## config.mk

```make
export PLATFORM = sky130hd
export DESIGN_NAME = dff_bank_write_arbiter_flat
export DESIGN_NICKNAME = d
export VERILOG_FILES = /design/src/rtl/dff_bank_write_arbiter_if.sv /design/src/rtl/dff_bank_write_arbiter.sv /design/src/flat_wrapper.sv
export SDC_FILE = /design/constraint.sdc
export NUM_CORES = 1
export LEC_CHECK = 0
export ABC_AREA = 1
export BUFFER_PORTS_ARGS = -buffer_cell sky130_fd_sc_hd__buf_2
export CORE_ASPECT_RATIO = 1.25
export CORE_MARGIN = 2
export CORE_UTILIZATION = 53
export DETAILED_ROUTE_END_ITERATION = 6
export PLACE_DENSITY = 0.85
export SYNTH_ARGS = -nofsm -noshare
export SYNTH_HDL_FRONTEND = slang
export SYNTH_SLANG_ARGS = --single-unit
```

## constraint.sdc

```tcl
create_clock -name clk -period 5.7 [get_ports clk]
set_clock_uncertainty 0.1 [all_clocks]
set_input_delay 1.14 -clock clk [delete_from_list [all_inputs] [get_ports clk]]
set_output_delay 1.14 -clock clk [all_outputs]
set_load 0.03 [all_outputs]
```

## src/rtl/dff_bank_write_arbiter_if.sv

```systemverilog
// Bus bundle between the bank write arbiter and its requesters plus the
// negedge D-flop register bank it writes and reads back.
interface dff_bank_write_arbiter_if #(
  parameter int unsigned NREQ  = 4,
  parameter int unsigned WIDTH = 8
);
  logic [NREQ-1:0]       req;
  logic [NREQ*WIDTH-1:0] wdata;
  logic [NREQ-1:0]       gnt;
  logic [NREQ-1:0]       ack;
  logic [WIDTH-1:0]      reg_d;
  logic                  reg_we;
  logic [WIDTH-1:0]      reg_q;
  logic                  busy;
  logic                  err;

  modport slave (
    input  req, wdata, reg_q,
    output gnt, ack, reg_d, reg_we, busy, err
  );

  modport master (
    output req, wdata, reg_q,
    input  gnt, ack, reg_d, reg_we, busy, err
  );
endinterface

```

## src/rtl/dff_bank_write_arbiter.sv

```systemverilog
// Round-robin write arbiter/sequencer for a negedge-captured register bank with readback retry.
// Define DFF_ARB_FIXED_PRIORITY_EN for fixed lowest-index-wins priority (no rotating pointer).
module dff_bank_write_arbiter #(
  parameter int unsigned NREQ      = 4,
  parameter int unsigned WIDTH     = 8,
  parameter int unsigned MAX_RETRY = 2
) (
  input  logic                    clk,
  input  logic                    rst,
  dff_bank_write_arbiter_if.slave bus
);
  localparam int unsigned IW = (NREQ > 1) ? $clog2(NREQ) : 1;
  localparam int unsigned RW = (MAX_RETRY > 0) ? $clog2(MAX_RETRY + 1) : 1;

  typedef enum logic [1:0] {IDLE, GRANT, CHECK, ACK} state_t;

  state_t            state_q, state_d;
  logic [NREQ-1:0]   gnt_q, gnt_d;
  logic [NREQ-1:0]   ack_q, ack_d;
  logic [WIDTH-1:0]  reg_d_q, reg_d_d;
  logic              reg_we_q, reg_we_d;
  logic              busy_q, busy_d;
  logic              err_q, err_d;
  logic [RW-1:0]     retry_q, retry_d;
  logic [IW-1:0]     pick_c;
  logic              found_c;
  logic [WIDTH-1:0]  wslice_c [NREQ];
`ifndef DFF_ARB_FIXED_PRIORITY_EN
  logic [IW-1:0]     ptr_q, ptr_d;
  logic [IW-1:0]     win_q, win_d;
  logic [IW-1:0]     idx_c;
`endif

  for (genvar g = 0; g < NREQ; g++) begin : g_slice
    assign wslice_c[g] = bus.wdata[g*WIDTH +: WIDTH];
  end

  // Winner selection: first requester at or after the pointer (or from index 0)
  always_comb begin
    pick_c  = '0;
    found_c = 1'b0;
`ifdef DFF_ARB_FIXED_PRIORITY_EN
    for (int unsigned i = 0; i < NREQ; i++) begin
      if (!found_c && bus.req[IW'(i)]) begin
        pick_c  = IW'(i);
        found_c = 1'b1;
      end
    end
`else
    idx_c = '0;
    for (int unsigned i = 0; i < NREQ; i++) begin
      idx_c = IW'((32'(ptr_q) + i) % NREQ);
      if (!found_c && bus.req[idx_c]) begin
        pick_c  = idx_c;
        found_c = 1'b1;
      end
    end
`endif
  end

  // Next-state and registered-output logic
  always_comb begin
    state_d  = state_q;
    gnt_d    = gnt_q;
    ack_d    = '0;
    reg_d_d  = reg_d_q;
    reg_we_d = reg_we_q;
    err_d    = err_q;
    retry_d  = retry_q;
`ifndef DFF_ARB_FIXED_PRIORITY_EN
    ptr_d    = ptr_q;
    win_d    = win_q;
`endif
    case (state_q)
      IDLE: begin
        if (found_c) begin
          state_d  = GRANT;
          gnt_d    = NREQ'(1) << pick_c;
          reg_d_d  = wslice_c[pick_c];
          reg_we_d = 1'b1;
          retry_d  = '0;
`ifndef DFF_ARB_FIXED_PRIORITY_EN
          win_d    = pick_c;
`endif
        end
      end
      GRANT: begin
        state_d  = CHECK;
        reg_we_d = 1'b0;
      end
      CHECK: begin
        if (bus.reg_q == reg_d_q) begin
          state_d = ACK;
          ack_d   = gnt_q;
        end else if (retry_q < RW'(MAX_RETRY)) begin
          state_d  = GRANT;
          retry_d  = retry_q + RW'(1);
          reg_we_d = 1'b1;
        end else begin
          state_d = ACK;
          ack_d   = gnt_q;
          err_d   = 1'b1;
        end
      end
      ACK: begin
        state_d = IDLE;
        gnt_d   = '0;
`ifndef DFF_ARB_FIXED_PRIORITY_EN
        ptr_d   = IW'((32'(win_q) + 32'd1) % NREQ);
`endif
      end
      default: state_d = IDLE;
    endcase
    busy_d = (state_d != IDLE);
  end

  always_ff @(posedge clk or posedge rst) begin
    if (rst) begin
      state_q  <= IDLE;
      gnt_q    <= '0;
      ack_q    <= '0;
      reg_d_q  <= '0;
      reg_we_q <= 1'b0;
      busy_q   <= 1'b0;
      err_q    <= 1'b0;
      retry_q  <= '0;
`ifndef DFF_ARB_FIXED_PRIORITY_EN
      ptr_q    <= '0;
      win_q    <= '0;
`endif
    end else begin
      state_q  <= state_d;
      gnt_q    <= gnt_d;
      ack_q    <= ack_d;
      reg_d_q  <= reg_d_d;
      reg_we_q <= reg_we_d;
      busy_q   <= busy_d;
      err_q    <= err_d;
      retry_q  <= retry_d;
`ifndef DFF_ARB_FIXED_PRIORITY_EN
      ptr_q    <= ptr_d;
      win_q    <= win_d;
`endif
    end
  end

  assign bus.gnt    = gnt_q;
  assign bus.ack    = ack_q;
  assign bus.reg_d  = reg_d_q;
  assign bus.reg_we = reg_we_q;
  assign bus.busy   = busy_q;
  assign bus.err    = err_q;
endmodule

```

## src/flat_wrapper.sv

```systemverilog
// flat-port wrapper written by rule: the top's interface ports become plain ports
module dff_bank_write_arbiter_flat 
#(
  parameter int unsigned NREQ      = 4,
  parameter int unsigned WIDTH     = 8,
  parameter int unsigned MAX_RETRY = 2
)
  (clk, rst, bus_req, bus_wdata, bus_reg_q, bus_gnt, bus_ack, bus_reg_d, bus_reg_we, bus_busy, bus_err);
  dff_bank_write_arbiter_if #(.NREQ(NREQ), .WIDTH(WIDTH)) bus_i ();
  input  logic clk;
  input  logic rst;
  input wire logic [$bits(bus_i.req)-1:0] bus_req;
  input wire logic [$bits(bus_i.wdata)-1:0] bus_wdata;
  input wire logic [$bits(bus_i.reg_q)-1:0] bus_reg_q;
  output wire logic [$bits(bus_i.gnt)-1:0] bus_gnt;
  output wire logic [$bits(bus_i.ack)-1:0] bus_ack;
  output wire logic [$bits(bus_i.reg_d)-1:0] bus_reg_d;
  output wire logic [$bits(bus_i.reg_we)-1:0] bus_reg_we;
  output wire logic [$bits(bus_i.busy)-1:0] bus_busy;
  output wire logic [$bits(bus_i.err)-1:0] bus_err;
  assign bus_i.req = bus_req;
  assign bus_i.wdata = bus_wdata;
  assign bus_i.reg_q = bus_reg_q;
  assign bus_gnt = bus_i.gnt;
  assign bus_ack = bus_i.ack;
  assign bus_reg_d = bus_i.reg_d;
  assign bus_reg_we = bus_i.reg_we;
  assign bus_busy = bus_i.busy;
  assign bus_err = bus_i.err;
  dff_bank_write_arbiter #(.NREQ(NREQ), .WIDTH(WIDTH), .MAX_RETRY(MAX_RETRY)) u_core (.clk(clk), .rst(rst), .bus(bus_i));
endmodule
```

==> flow_summary.yaml <==
detailed_routing:
  final_antenna_net_count: 0
  wl_per_cell_um: 11.4
  dr_total_vias: 1782
  drtPass1Iterations: 4
  wl_mm: 4.02
  vias_per_cell: 5.05
  drtIter0Drc: 26
  drcViolationCount: 0
synth:
  yosysWarningCount: 0
  yosysUniqueCellTypes: 20
  syn-instance-count: 257
  avgSynthCellArea_um2: 6.84
  syn-num-nets: 303
  synth_seq_cells: 27
  ys_seq_area_share_pct: 38.4
  syn-cell-area_um2: 1760
floorplanning:
  core_area_um2: 3190
  start_util_pct: 55.0
  ios: 65
  placementRows: 23
  die_width_um: 55.5
  die_h_um: 68.4
  die_area_um2: 3800
global_route:
  track_usage_pct: 21.4
  grt_pass1_vias: 1696
  grt_pass1_wl_mm: 6.60
  antenna_found_initial: 0
  grt_max_degree: 28
  grt_overflow: 0
worst_setup_path:
  critical_path_required_ps: 5750
  end_kind: "flip-flop"
  worst-path-max-fanout: 20
  critPathKind: "input pin to flip-flop"
  crit_arrival_ps: 2830
  critPathLaunchType: "input pin"
pwr:
  p_leak_uw: 0.00123
  vdd_drop_max_v: 0.000472
  p_per_area_nw_per_um2: 646
  total_power_uw: 1360
status:
  run_status: "finished, final reports clean"
cts:
  cts-buffers-inserted: 3
  clk_path_buf_depth: 2
  path_clk_slew_ps: 90
  cts_tree: "yes"
  postCtsHoldBufs: 0
  root_buffer: "clkbuf_8"
  postCtsResizedCells: 0
  insertion_delay_ps: 260
  cts_setup_buffers: 0
  cts.sinks: 27
  htree_levels: 1
timing:
  setup_violations: 0
  fmax_mhz: 360
  report.final.slew_viol_count: 0
  tightestPinTransition_ps: 975
  fin_crit_ps: 2770
  worst_slack_ps: 2930
  slew_headroom_pct: 35.0
  tns_ps: 0
  rsz0062_at_grt: "no"
  finalHoldViolations: 0
  finalCritPeriodShare_pct: 48.7
  hold_ws_ps: 374
final_layout:
  final_common_cell: "nand2_1"
  diodes: 0
  area_growth_pct: 19.9
  fillers: 290
  final_nets: 363
  drive_above_1_share_pct: 25.9
  postLayoutCoreUtil_pct: 66.0
  final_cell_mix: "129 x nand2_1, 64 x buf_2, 27 x dfrtp_1"
placement:
  dp_slack_ps: 2660
  io_buffers: 64
  place.gp.congestion: 0.871
  hpwlAfterDp_mm: 3.17
min_path:
  worstHoldPathType: "flip-flop to flip-flop"
run:
  max-cap-violations: 0
cells in the mapped netlist, drive strengths merged:
| library cell | number | share of area [%] |
|---|---|---|
| nand2 | 135 | 30 |
| nand3b | 2 | 0.85 |
| xnor2 | 9 | 4.5 |
| o21ai | 11 | 3.1 |
| inv | 19 | 4.1 |
| nor2 | 9 | 2.3 |
| nand4 | 20 | 7.1 |
| o21bai | 1 | 0.43 |
| dfrtp | 27 | 38 |
| or2 | 1 | 0.36 |
| buf | 9 | 3.6 |
| nand3 | 14 | 5.6 |
flip-flops by register name (all words and copies together), names as in the netlist:
signal,cells
u_core.state_q,2
u_core.bus.err,1
u_core.bus.ack,4
u_core.bus.reg_d,8
u_core.retry_q,2
u_core.bus.reg_we,1
u_core.bus.busy,1
u_core.ptr_q,2
u_core.win_q,2
u_core.bus.gnt,4
cell families (layout without fill, tap and decap cells):
kind of cell,count (synthesis),count (layout),share of synthesized area (%)
buffers and inverters,28,87,7.62
XOR/XNOR,9,9,4.48
AO/OA/AOI/OAI,12,12,3.56
flip-flops,27,27,38.4
AND/OR/NAND/NOR,181,181,45.9
power by group:
part           total (uW)  switching, uW  internal, uW
logic                 927            643           284
registers             330           66.5           264
clock network         103           53.7          49.8
total                1360            763           597
worst max-delay path, stage by stage:
cell     delay [ps]
buf_2           100
inv_1            60
nand2_1          60
nand3_1         130
nand2_2          90
inv_1            90
nand2_1          70
nand2_2         230
nand3_2         380
nand2_1         150
nand2_1          70
nand2_1          60
nand2_1          80
nand2_1          60
nand2_1          60
area by class of cell:
type / count / area [um^2] / area share (%)
multi-input cells: 202 / 948 / 45.0
flip-flops and latches: 27 / 676 / 32.1
repair buffers: 64 / 320 / 15.2
inverters: 19 / 71.3 / 3.38
well taps: 37 / 46.3 / 2.20
clock buffers: 4 / 45.0 / 2.14
worst paths after layout:
path / from / end / slack [ps] / depth (start not counted)
max: bus_req[3] / u_core.bus.reg_d[4]$_DFFE_PP0P_ / 2930 / 15
min in group asynchronous: rst / u_core.bus.ack[1]$_DFF_PP0_ / 990 / 2
max in group asynchronous: rst / u_core.bus.reg_d[4]$_DFFE_PP0P_ / 3920 / 2
min reg2reg: u_core.bus.err$_DFFE_PP0P_ / u_core.bus.err$_DFFE_PP0P_ / 370 / 1
min: u_core.bus.err$_DFFE_PP0P_ / u_core.bus.err$_DFFE_PP0P_ / 370 / 1
max reg2reg: u_core.ptr_q[0]$_DFFE_PP0P_ / u_core.bus.reg_d[2]$_DFFE_PP0P_ / 3160 / 12
stage by stage:
step	cells	area, um^2
after floorplan	257	1760
after global placement	349	2060
after detailed placement	349	2060
after CTS	353	2110
after global routing	353	2110
final	353	2110
layer usage:
metal	vias to the layer above	part of all wire [%]	global-route usage, %	routed length (um)
met4	0	1.5	6.10	61
met1	792	43	23.0	1710
met2	46	52	43.0	2090
li1	938	-	-	-
met5	-	0	0	0
met3	6	3.7	3.59	150
No activity file was read; power rests on OpenSTA's default activity.
